**src/rtl/uart_tx_fifo.sv**
```systemverilog
// Byte FIFO between the CPU UART store path and the uart_tx serializer.
// A drain FSM hands one byte at a time to uart_tx and exposes FIFO status for software polling.
module uart_tx_fifo #(
    parameter  int DEPTH = 16,
    localparam int AW    = $clog2(DEPTH)
) (
    input  logic          clk,
    input  logic          rst,
    input  logic          wr_en,
    input  logic [7:0]    wr_data,
    input  logic          clear_ovf,
    output logic          full,
    output logic          empty,
    output logic [AW:0]   level,
    output logic          overflow,
    output logic          busy,
    output logic          tx_write_en,
    output logic [7:0]    tx_data,
    input  logic          tx_busy,
    output logic [1:0]    dbg_state
);

    typedef enum logic [1:0] {
        IDLE     = 2'd0,
        ISSUE    = 2'd1,
        WAIT_ACK = 2'd2,
        DRAIN    = 2'd3
    } state_t;

    localparam logic [AW:0]   LVL_ONE  = (AW + 1)'(1);
    localparam logic [AW:0]   LVL_FULL = (AW + 1)'(DEPTH);
    localparam logic [AW-1:0] PTR_ONE  = AW'(1);
    localparam logic [1:0]    WAIT_LAST = 2'd3;

    logic [7:0]    mem_q [DEPTH];
    logic [AW-1:0] wr_ptr_q;
    logic [AW-1:0] rd_ptr_q;
    logic [AW:0]   level_q;
    logic [AW:0]   level_d;
    logic          overflow_q;
    logic          overflow_d;
    state_t        state_q;
    logic [1:0]    wait_cnt_q;
    logic [7:0]    tx_data_q;

    logic push_ok;
    logic push_rej;
    logic pop;

    assign full  = (level_q == LVL_FULL);
    assign empty = (level_q == '0);
    assign level = level_q;

    // Handshake to uart_tx: tx_write_en is a one-cycle load strobe (valid) with tx_data stable;
    // uart_tx acknowledges by raising tx_busy, and a new byte is offered only after tx_busy
    // has been seen low again (or after the ack window expires without any ack).
    assign push_ok  = wr_en && !full;
    assign push_rej = wr_en && full;
    assign pop      = (state_q == IDLE) && !empty && !tx_busy;

    always_comb begin
        level_d = level_q;
        case ({push_ok, pop})
            2'b10:   level_d = level_q + LVL_ONE;
            2'b01:   level_d = level_q - LVL_ONE;
            default: level_d = level_q;
        endcase
    end

    // A rejected push in the same cycle as clear_ovf keeps the flag set.
    always_comb begin
        overflow_d = overflow_q;
        if (clear_ovf) begin
            overflow_d = 1'b0;
        end
        if (push_rej) begin
            overflow_d = 1'b1;
        end
    end

    always_ff @(posedge clk) begin
        if (!rst && push_ok) begin
            mem_q[wr_ptr_q] <= wr_data;
        end
    end

    always_ff @(posedge clk) begin
        if (rst) begin
            wr_ptr_q   <= '0;
            rd_ptr_q   <= '0;
            level_q    <= '0;
            overflow_q <= 1'b0;
        end else begin
            level_q    <= level_d;
            overflow_q <= overflow_d;
            if (push_ok) begin
                wr_ptr_q <= wr_ptr_q + PTR_ONE;
            end
            if (pop) begin
                rd_ptr_q <= rd_ptr_q + PTR_ONE;
            end
        end
    end

    always_ff @(posedge clk) begin
        if (rst) begin
            state_q    <= IDLE;
            wait_cnt_q <= 2'd0;
            tx_data_q  <= 8'h00;
        end else begin
            case (state_q)
                IDLE: begin
                    if (pop) begin
                        tx_data_q <= mem_q[rd_ptr_q];
                        state_q   <= ISSUE;
                    end
                end
                ISSUE: begin
                    wait_cnt_q <= 2'd0;
                    state_q    <= WAIT_ACK;
                end
                WAIT_ACK: begin
                    // No ack within four cycles: treat the byte as consumed.
                    if (tx_busy) begin
                        state_q <= DRAIN;
                    end else if (wait_cnt_q == WAIT_LAST) begin
                        state_q <= IDLE;
                    end else begin
                        wait_cnt_q <= wait_cnt_q + 2'd1;
                    end
                end
                DRAIN: begin
                    if (!tx_busy) begin
                        state_q <= IDLE;
                    end
                end
                default: state_q <= IDLE;
            endcase
        end
    end

    assign tx_write_en = (state_q == ISSUE);
    assign tx_data     = tx_data_q;
    assign overflow    = overflow_q;
    assign busy        = !empty || (state_q != IDLE);
    assign dbg_state   = state_q;

endmodule

```
**config.mk**
```make
export PLATFORM = sky130hd
export DESIGN_NAME = uart_tx_fifo
export DESIGN_NICKNAME = d
export VERILOG_FILES = /design/src/rtl/uart_tx_fifo.sv
export SDC_FILE = /design/constraint.sdc
export NUM_CORES = 1
export LEC_CHECK = 0
export BUFFER_PORTS_ARGS = -buffer_cell sky130_fd_sc_hd__buf_2
export CAP_MARGIN = 30
export CORE_AREA = 4 4 119 121
export DETAILED_ROUTE_END_ITERATION = 16
export DIE_AREA = 0 0 123 125
export GPL_ROUTABILITY_DRIVEN = 0
export PLACE_DENSITY = 0.69
export SYNTH_ARGS = -nofsm -noshare
export SYNTH_HDL_FRONTEND = slang
export SYNTH_SLANG_ARGS = --single-unit
```
**constraint.sdc**
```tcl
create_clock -name clk -period 2.5 [get_ports clk]
set_input_delay 0.25 -clock clk [delete_from_list [all_inputs] [get_ports clk]]
set_output_delay 0.25 -clock clk [all_outputs]
set_load 0.05 [all_outputs]
```
==> results.toml, run 1 <==
[die]
dieHeight_microns = 125
core_area_sq_um = 13090
design.die.area_sq_um = 15380
row_count = 42
die_w_microns = 123
initial_util = 0.4904
design.portCount = 33

[yosys]
synth-compound-area-share = 0.07682
netlist.top_cell.by_area = "edfxtp_1"
syn-num-nets = 448
synth-async-reset-ratio = 0
synth.area.mux_share = 0.1100
synth_top_flop_cell = "edfxtp_1"
synth_largest_type_area_fraction = 0.5989
synth-simple-area-share = 0.06453
synth_seq_cells = 154
synth_xor_area_frac = 0.01228
number_of_enable_flip_flop_cells_after_synthesis = 128
post_synth_fa_ha_maj_area_fraction = 0.02925
combinational_family_with_the_most_area_after_synthesis = "multiplexers"
yosys.cell_types.count = 48
yosys_warnings = 0
synthCells = 420
synth_area_sq_um = 6417
synth_top_cells_by_area = "edfxtp_1, dfxtp_1, mux2i_1, mux4_2, ha_1"
mean_cell_area_of_the_mapped_netlist_sq_um = 15.28
synth_sequential_area_ratio = 0.6801

[clocking]
cts.path.max_buffers = 2
ctsHoldBuffers = 0
cts.repair.resized = 0
clk_pin_slew_worst_paths_ns = 0.06
tritoncts_num_sinks = 154
tritoncts.num_buffers = 17
worstSkewPairLatency_ns = 0.42
cts_tree = "done"
postCtsSetupRepairBufs = 0
cts.htree.levels = 4
clock_tree.root_cell = "clkbuf_16"

[grt]
largest_net_degree_at_the_start_of_global_routing = 41
grt_usage = 0.1817
global_route_wire_length_before_repair_microns = 20740
grt_pass1_vias = 3750
global_route.overflow_total = 0
antenna_found_initial = 0

[pwr]
switching_power_uw = 2622
power_density_nw_per_um2 = 1048
pwr-share-comb = 0.287
power.static_leakage_uw = 0.002544
p_seq_frac = 0.399
power_report.internal_total_uw = 5332
clock_power_share = 0.314
power.switching_fraction = 0.3296
vdd_drop_max_uv = 556.6

[sta]
timing.final.hold_violations = 0
setup-tns-final_ns = 0
count_of_final_setup_violators = 0
min_period_over_period = 0.9559
fin_skew_ns = 0.007315
fin_crit_ns = 2.390
timing_max_transition_violations_final = 0
max_slew.worst_pin.slew_ns = 0.6099
timing.max_slew.rel_slack = 0.5829
fmax_mhz = 418.4

[detailed_routing]
avgRoutedWirePerCell_microns = 19.71
detail-route-antenna-nets = 0
drc = 0
totalWireLength_microns = 13110
vias_per_cell = 5.666
overall_via_count_from_detail_route = 3768
drt-pass1-iter-count = 4
detail_route.iter0.violations = 301

[final_layout]
flow.area_growth_from_synthesis_pct = 18.25
final_layout_size_suffix_gt1_frac = 0.2597
antenna_cells = 0
final_nets = 506
n_fill_cell = 998
finish.cell_count_without_fillers = 665

[critical_path]
end_kind = "flip-flop"
cp_slowest_stage_delay_ns = 0.41
required_ns = 2.83
critical-path-slowest-cell = "nor4_4"
crit_path_category = "reg -> reg"
path_cells = "nor4_4 > buf_4 > a21boi_4 > ha_4 > ha_1 > inv_1 > or3_1 > a221o_1 > o221ai_1"
worst_setup_path_start_kind = "flip-flop"
worst_ep_arrival_time_ns = 2.72
cp_max_fo = 11

[placed_design]
port_buffers = 32
place.detailed.hpwl_microns = 8666
placed_cells = 632

[run_status]
status = "complete, no violations"

[job]
max_cap_viol_count = 0

[worst_hold_path]
min_path_type = "in -> reg"
==> final cells by class <==
| class | instances | area, sq um | area share |
|---|---|---|---|
| clock inverter | 13 | 153.9 | 0.02028 |
| timing repair buffer | 63 | 405.4 | 0.05342 |
| multi-input combinational | 232 | 1957 | 0.2579 |
| inverter | 10 | 40.04 | 0.005276 |
| clock buffer | 17 | 425.4 | 0.05606 |
| tap | 176 | 220.2 | 0.02902 |
| sequential | 154 | 4387 | 0.5781 |
==> registers in the layout, indices dropped and copies added (netlist names) <==
register and cells:
dbg_state 2, wait_cnt_q 2, overflow 1, tx_data 8, level 5, mem_q 128
wr_ptr_q 4, rd_ptr_q 4
==> final timing paths <==
path,end,slack [ns],cells after the start,startpoint
setup reg to reg,level[3]$_SDFFE_PP0P_,0.11,9,level[2]$_SDFFE_PP0P_
hold reg to reg,wait_cnt_q[1]$_SDFFE_PP0P_,0.48,2,wait_cnt_q[1]$_SDFFE_PP0P_
setup / recovery,level[3]$_SDFFE_PP0P_,0.11,9,level[2]$_SDFFE_PP0P_
hold / removal,overflow$_SDFFE_PP0P_,0.11,3,wr_en
==> routing by layer <==
| metal | share of wire | wire length, microns | track usage | vias to the layer above |
|---|---|---|---|---|
| met5 | 0 | 0 | 0 | - |
| met4 | 0.017 | 228 | 0.05603 | 0 |
| met3 | 0.052 | 679 | 0.05014 | 17 |
| met2 | 0.50 | 6524 | 0.2908 | 116 |
| met1 | 0.43 | 5674 | 0.2429 | 1881 |
| li1 | - | - | - | 1754 |
==> per-stage QoR <==
stage                       util  total power (uW)  worst slack [ns]  cell area (sq um)  hold WS [ns]
after global routing      0.5799              8331          -0.01640               7589        0.1282
after global placement    0.5339              5385            0.1695               6987        0.4443
after detailed placement  0.5339              5447           0.07721               6987        0.4539
final                     0.5799              7954            0.1101               7589        0.1102
after CTS                 0.5782              7954           0.05283               7566       0.09192
after floorplan                -              4940          -0.03218               6551        0.3489
==> kinds of logic after synthesis <==
| kind of cell | Yosys count |
|---|---|
| flip-flops | 154 |
| AND/OR/NAND/NOR | 82 |
| buffers and inverters | 34 |
| AO/OA/AOI/OAI | 70 |
| XOR/XNOR | 9 |
| adder cells (fa/ha/maj) | 15 |
| multiplexers | 56 |
==> power groups by stage <==
stage / Clock (uW) / Sequential, uW / Combinational [uW]
global route: 2670 / 3200 / 2460
CTS: 2540 / 3170 / 2240
floorplan: 0 / 3510 / 1430
global placement: 0 / 3210 / 2180
finish: 2500 / 3180 / 2280
detailed placement: 0 / 3230 / 2220
==> synth_stat cells, types with 5 or more instances <==
cell,n
o22ai_1,22
nand2_1,11
a211oi_1,6
dfxtp_1,26
ha_1,15
mux2i_1,45
inv_1,10
clkbuf_1,6
a311oi_1,5
buf_2,10
mux4_2,9
nor3_1,6
a21oi_1,11
xor2_1,5
edfxtp_1,128
nor2_1,39
==> worst max-delay path, delay by kind of cell, from the launching register on <==
kind	cells	cell delay, ns
AOI/OAI and AO/OA	3	0.39
adders and majority gates	2	0.54
buffers and inverters	2	0.28
DFF	1	0.38
and+or+nand+nor	2	0.71
==> cells in the final DEF (no fill, tap or decap), types with 2 or more instances in the layout <==
cell        count
a22oi_1         4
a211oi_1        6
nand2_1        11
mux2i_1        45
xnor2_1         4
a21oi_1         8
or3_1           4
mux4_2          9
xor2_1          5
o21ai_0         3
inv_2           2
ha_4            3
buf_4          30
nor2b_1         3
nor2_1         39
clkinv_2        3
buf_2          32
o22ai_1        22
clkinv_4        2
nor3_1          6
dfxtp_4         5
a211o_1         3
mux4_1          2
ha_1           11
clkbuf_16      17
dfxtp_2         3
bufinv_16       3
nand2b_1        4
nand3_1         4
dfxtp_1        18
a21oi_2         3
a2111oi_0       4
inv_1           7
o211ai_1        3
a311oi_1        5
clkinvlp_4      2
clkinv_1        2
a31oi_1         2
edfxtp_1      128
Note: power is estimated with default switching activity, not from simulation.
==> run 2, diff against run 1 <==
==> config.mk (replaced) <==
export PLATFORM = sky130hd
export DESIGN_NAME = uart_tx_fifo
export DESIGN_NICKNAME = d
export VERILOG_FILES = /design/src/rtl/uart_tx_fifo.sv
export SDC_FILE = /design/constraint.sdc
export NUM_CORES = 1
export LEC_CHECK = 0
export ABC_AREA = 1
export CAP_MARGIN = 30
export CORE_AREA = 4 4 118 131
export DETAILED_ROUTE_END_ITERATION = 16
export DIE_AREA = 0 0 122 135
export DONT_BUFFER_PORTS = 1
export GPL_ROUTABILITY_DRIVEN = 0
export PLACE_DENSITY = 0.66
export SYNTH_ARGS = -nofsm -noshare
export SYNTH_HDL_FRONTEND = slang
export SYNTH_SLANG_ARGS = --single-unit
==> run 2 against run 1 <==
Against the previous run:
- setup slack better by 0.14 ns
- largest power group unchanged
- register-to-register slack better by 0.14 ns
- highest routed layer unchanged
- synthesized cell count is 71% higher
- utilization is 2.0 points lower
- cell count is 44% higher
==> results.toml, run 2 <==
[clocking]
postCtsSetupRepairBufs = 0
tritoncts_num_sinks = 154
clk_pin_slew_worst_paths_ns = 0.06
cts.htree.levels = 4
tritoncts.num_buffers = 17
cts.path.max_buffers = 2
cts_tree = "done"
clock_tree.root_cell = "clkbuf_16"
worstSkewPairLatency_ns = 0.41

[die]
row_count = 46
dieHeight_microns = 135
initial_util = 0.4864
design.portCount = 33
design.die.area_sq_um = 16470
core_area_sq_um = 14220
die_w_microns = 122

[pwr]
clock_power_share = 0.304
vdd_drop_max_uv = 763.1
switching_power_uw = 3054
p_seq_frac = 0.388
power_density_nw_per_um2 = 1042
power.switching_fraction = 0.3683
pwr-share-comb = 0.309
power_report.internal_total_uw = 5238
power.static_leakage_uw = 0.003421

[yosys]
synth_largest_type_area_fraction = 0.5559
yosys_warnings = 0
synth_sequential_area_ratio = 0.6312
yosys.cell_types.count = 28
synth-compound-area-share = 0.02172
netlist.top_cell.by_area = "edfxtp_1"
synthMostInstantiatedCell = "nand2_1"
synth.area.mux_share = 0
mean_cell_area_of_the_mapped_netlist_sq_um = 9.603
synthCells = 720
combinational_family_with_the_most_area_after_synthesis = "simple AND/OR/NAND/NOR gates"
number_of_enable_flip_flop_cells_after_synthesis = 128
syn-num-nets = 748
synth-async-reset-ratio = 0
synth-simple-area-share = 0.2325
post_synth_fa_ha_maj_area_fraction = 0.02714
synth.top_cells.by_count = "nand2_1, edfxtp_1, inv_1"
synth_xor_area_frac = 0.006334
synth_top_cells_by_area = "edfxtp_1, nand2_1, dfxtp_1, nand3_1, inv_1"
synth_seq_cells = 154
synth_top_flop_cell = "edfxtp_1"
synth_area_sq_um = 6914

[grt]
global_route.overflow_total = 0
largest_net_degree_at_the_start_of_global_routing = 67
grt_usage = 0.1928
antenna_found_initial = 0
grt_pass1_vias = 4619
global_route_wire_length_before_repair_microns = 23940

[critical_path]
worst_ep_arrival_time_ns = 2.59
required_ns = 2.84
cp_max_fo = 6
crit_family = "adder cells"
worst_path_most_repeated_cell = "nand2_1"
path_cells = "inv_1 > ha_1 > nand3_2 > inv_2 > ha_2 > xor2_1 > ha_1 > inv_1 > nand2_1 > nand3_1 > nand2_1 > nand2_1 > nand2_1 > nand2_1 > a21oi_1"
crit_start = "dbg_state[1]$_SDFFE_PP0P_"
cp_slowest_stage_delay_ns = 0.32
end_kind = "flip-flop"
depth_of_the_worst_register_to_register_path = 15
critical-path-slowest-cell = "dfxtp_2"
crit_path_category = "reg -> reg"
crit_cells = 15
buf_inv_on_cp = 3
critical_path.reg2reg.startpoint = "dbg_state[1]$_SDFFE_PP0P_"
worst_setup_path_start_kind = "flip-flop"
timing.critical_path.to = "level[4]$_SDFFE_PP0P_"
timing.rr.end = "level[4]$_SDFFE_PP0P_"
regToRegSetupSlack_ns = 0.25

[sta]
max_slew.worst_pin.slew_ns = 0.7756
min_period_over_period = 0.8993
timing.max_slew.rel_slack = 0.4812
timing.final.hold_violations = 0
setup-tns-final_ns = 0
unrepaired_setup_endpoints_after_global_routing = "no"
timing_max_transition_violations_final = 0
fin_skew_ns = 0.007345
fmax_mhz = 444.8
count_of_final_setup_violators = 0
fin_crit_ns = 2.248

[final_layout]
mostFrequentLayoutCells = "nand2_1, edfxtp_1, inv_1"
antenna_cells = 0
final_layout_size_suffix_gt1_frac = 0.09766
flow.area_growth_from_synthesis_pct = 15.09
stdcell_area_sq_um = 7958
largest_reg_flops = 128
max_flop_register = "mem_q"
final_nets = 783
final_common_cell = "nand2_1"

[placed_design]
place.detailed.hpwl_microns = 9876
placedInstanceArea_sq_um = 7247
port_buffers = 0

[detailed_routing]
totalWireLength_microns = 15270
detail-route-antenna-nets = 0
dr_wl_met3_microns = 868
detail_route.wirelength.met1_microns = 6175
drc = 0
highest-signal-layer = "met4"
dr_wl_met2_microns = 7769
avgRoutedWirePerCell_microns = 15.90
drt-pass1-iter-count = 5
overall_via_count_from_detail_route = 4851
detail_route.iter0.violations = 431
vias_per_cell = 5.053

[run_status]
status = "complete, no violations"

[job]
max_cap_viol_count = 0

[worst_hold_path]
min_path_type = "in -> reg"
hold_path_cells = 3
## run 2: changes by cell type in the layout (fill, tap and decap cells not counted), moves of 12 or more
cell           change
nand3_1           +93
dlygate4sd3_1     +12
inv_1             +93
o22ai_1           -22
buf_2             -32
mux2i_1           -45
nand2_1          +226
## run 2: tightest hold or removal path, cell delays in order
cell and delay [ns]:
nor3b_1 0.05, nand3_1 0.07, a21oi_1 0.05
## run 2: power groups by stage
stage / Sequential [uW] / Clock [uW] / Combinational [uW]
after CTS: 3220 / 2540 / 2550
after detailed placement: 3270 / 0 / 2480
after global placement: 3270 / 0 / 2420
after floorplan: 3460 / 0 / 1700
after global routing: 3230 / 2660 / 2830
final: 3220 / 2520 / 2560
## run 2: per-layer routing
layer / vias to the layer above / global-route usage
met2: 148 / 0.3299
met4: 0 / 0.07783
met5: - / 0
li1: 2404 / -
met1: 2265 / 0.2386
met3: 34 / 0.04022
## run 2: timing repair
action	CTS	global route
hold buffers	11	1
gates resized for setup	0	1
endpoints found under the setup margin	0	1
endpoints found under the hold margin	143	1
## run 2: through the flow
step / total power, uW / setup slack, ns / hold slack, ns / std cells / utilization
3_5_place_dp: 5759 / 0.2696 / 0.3248 / 916 / 0.5098
3_3_place_gp: 5683 / 0.3859 / 0.3235 / 916 / 0.5098
5_1_grt: 8723 / 0.04027 / 0.07623 / 960 / 0.5598
2_1_floorplan: 5163 / 0.0008109 / 0.3489 / 720 / -
6_report: 8292 / 0.2517 / 0.05946 / 960 / 0.5598
4_1_cts: 8307 / 0.2354 / 0.003360 / 959 / 0.5589
## run 2: logic make-up (layout without fill, tap and decap cells)
family          after synthesis  count (layout)
flops                       154             154
xor+xnor                      5               5
compound gates               29              29
fa+ha+maj                    15              15
buf+inv                     133             181
simple gates                384             384
## run 2: final cells by class
cell class                 count  area (sq um)
timing repair buffer          44         372.9
inverter                     105         394.1
clock buffer                  22         474.2
fill                        1247          6259
clock inverter                10         113.9
multi-input combinational    433          1994
sequential                   154          4368
tap                          192         240.2
## run 2: worst min path at each step
stage	from	endpoint	slack, ns
2_1_floorplan	wr_data[0]	mem_q[0][0]$_DFFE_PP_	0.35
3_3_place_gp	rst	rd_ptr_q[3]$_SDFFE_PP0P_	0.32
3_5_place_dp	rst	level[4]$_SDFFE_PP0P_	0.32
4_1_cts	rst	tx_data[6]$_SDFFE_PP0P_	0.003
5_1_grt	tx_busy	wait_cnt_q[1]$_SDFFE_PP0P_	0.08
6_report	tx_busy	wait_cnt_q[1]$_SDFFE_PP0P_	0.06
==> run 3, diff against run 2 <==
==> config.mk (replaced) <==
export PLATFORM = sky130hd
export DESIGN_NAME = uart_tx_fifo
export DESIGN_NICKNAME = d
export VERILOG_FILES = /design/src/rtl/uart_tx_fifo.sv
export SDC_FILE = /design/constraint.sdc
export NUM_CORES = 1
export LEC_CHECK = 0
export ABC_AREA = 1
export BUFFER_PORTS_ARGS = -buffer_cell sky130_fd_sc_hd__buf_2
export CAP_MARGIN = 30
export CORE_AREA = 4 4 131 145
export DETAILED_ROUTE_END_ITERATION = 16
export DIE_AREA = 0 0 135 149
export GPL_ROUTABILITY_DRIVEN = 0
export SYNTH_ARGS = -nofsm -noshare
export SYNTH_HDL_FRONTEND = slang
export SYNTH_SLANG_ARGS = --single-unit
==> run 3 against run 2 <==
Against the previous run:
- hold slack gained 0.029 ns
- flip-flop and latch count is the same
- critical path depth is the same
- sequential share of layout area is essentially flat
- power shrank 1.1%
- cell count grew 5.9%
- via count shrank 1.6%
- clock skew grew 0.0032 ns
- clock power shrank 6%
- critical endpoint unchanged
==> results.toml, run 3 (synthesized netlist as in run 2, its figures left out) <==
[final_layout]
max_flop_register = "mem_q"
final_nets = 794
antenna_cells = 0
final_common_cell = "nand2_1"
utilization = 0.4534
largest_reg_flops = 128
n_fill_cell = 1623
mostFrequentLayoutCells = "nand2_1, edfxtp_1, inv_1"
flow.area_growth_from_synthesis_pct = 15.07
final_layout_size_suffix_gt1_frac = 0.1220

[critical_path]
crit_start = "dbg_state[1]$_SDFFE_PP0P_"
critical-path-slowest-cell = "dfxtp_2"
crit_family = "adder cells"
cp_slowest_stage_delay_ns = 0.33
critical_path.reg2reg.startpoint = "dbg_state[1]$_SDFFE_PP0P_"
end_kind = "flip-flop"
buf_inv_on_cp = 3
worst_ep_arrival_time_ns = 2.56
crit_path_category = "reg -> reg"
required_ns = 2.84
path_cells = "inv_1 > ha_1 > nand3_2 > inv_2 > ha_1 > xor2_1 > ha_1 > inv_1 > nand2_1 > nand3_1 > nand2_1 > nand2_1 > nand2_1 > nand2_1 > a21oi_1"
worst_setup_path_start_kind = "flip-flop"
worst_path_most_repeated_cell = "nand2_1"
cp_max_fo = 6

[detailed_routing]
overall_via_count_from_detail_route = 4775
avgRoutedWirePerCell_microns = 15.41
drt-pass1-iter-count = 6
vias_per_cell = 4.695
totalWireLength_microns = 15680
detail_route.iter0.violations = 305
detail-route-antenna-nets = 0
drc = 0

[pwr]
vdd_drop_max_uv = 516.8
power_density_nw_per_um2 = 1031
power.static_leakage_uw = 0.003451

[clocking]
cts.path.max_buffers = 2
ctsHoldBuffers = 0
clk_pin_slew_worst_paths_ns = 0.06
cts.htree.levels = 4
worstSkewPairLatency_ns = 0.42
tritoncts.num_buffers = 17
postCtsSetupRepairBufs = 0
tritoncts_num_sinks = 154
clock_tree.root_cell = "clkbuf_16"
cts.repair.resized = 0
cts_tree = "done"

[sta]
fmax_mhz = 450.8
max_slew.worst_pin.slew_ns = 0.5569
unrepaired_setup_endpoints_after_global_routing = "no"
fin_skew_ns = 0.01055
min_period_over_period = 0.8872
fin_crit_ns = 2.218
hold_ws_ns = 0.08832
timing.max_slew.rel_slack = 0.6264
count_of_final_setup_violators = 0
setup-tns-final_ns = 0
timing_max_transition_violations_final = 0
timing.final.hold_violations = 0
final.setup.worst_slack_ns = 0.2819

[placed_design]
port_buffers = 32
place.detailed.hpwl_microns = 9921
detailedPlace.worstSlack_ns = 0.2830

[run_status]
status = "complete, no violations"

[grt]
grt_pass1_vias = 4497
grt_usage = 0.1634
antenna_found_initial = 0
global_route_wire_length_before_repair_microns = 24850
global_route.overflow_total = 0
largest_net_degree_at_the_start_of_global_routing = 67

[die]
die_w_microns = 135
core_area_sq_um = 17550
row_count = 51
initial_util = 0.3940
dieHeight_microns = 149
design.portCount = 33
design.die.area_sq_um = 20120

[worst_hold_path]
min_path_type = "in -> reg"
hold_path.startpoint = "clear_ovf"

[job]
max_cap_viol_count = 0
-- run 3: cell count changes in the layout (fill, tap and decap cells not counted), moves of 2 or more --
cell / change
buf_2: +32
dlygate4sd3_1: -12
buf_4: -10
bufinv_16: -2
clkinv_2: +2
clkinv_4: -2
clkinvlp_4: +2
inv_4: -2
-- run 3: worst paths after layout --
path	to	slack (ns)	cells after the start
hold / removal	overflow$_SDFFE_PP0P_	0.09	4
setup / recovery	level[4]$_SDFFE_PP0P_	0.28	15
setup reg to reg	level[4]$_SDFFE_PP0P_	0.28	15
hold reg to reg	overflow$_SDFFE_PP0P_	0.46	2
-- run 3: worst min-delay path, cell delays in order --
cell and delay (ns):
buf_2 0.07, inv_1 0.03, nand2_1 0.04, a21oi_1 0.05
-- run 3: per-layer routing --
metal | GRT usage | vias to the layer above | part of all wire
met3 | 0.02969 | 19 | 0.050
li1 | - | 2422 | -
met2 | 0.2645 | 127 | 0.49
met1 | 0.2219 | 2207 | 0.44
met5 | 0 | - | 0
met4 | 0.05796 | 0 | 0.021
-- run 3: cell type report --
cell class	instances	area, sq um	share of cell area
inverter	105	394.1	0.04954
sequential	154	4368	0.5490
timing repair buffer	55	357.8	0.04498
clock buffer	24	503.0	0.06322
tap	238	297.8	0.03743
multi-input combinational	433	1992	0.2504
clock inverter	8	43.79	0.005504
-- run 3: report_power, final --
part           switching [uW]  internal [uW]  leakage (uW)
registers                 123           2940       0.00137
logic                    2030            749       0.00182
clock network             964           1400      0.000268
-- run 3: per-stage QoR --
step | cell area [sq um] | power (uW) | cells
CTS | 7956 | 8265 | 1017
global route | 7956 | 8663 | 1017
finish | 7956 | 8202 | 1017
global placement | 7410 | 5904 | 985
floorplan | 6919 | 5163 | 720
detailed placement | 7410 | 5906 | 985
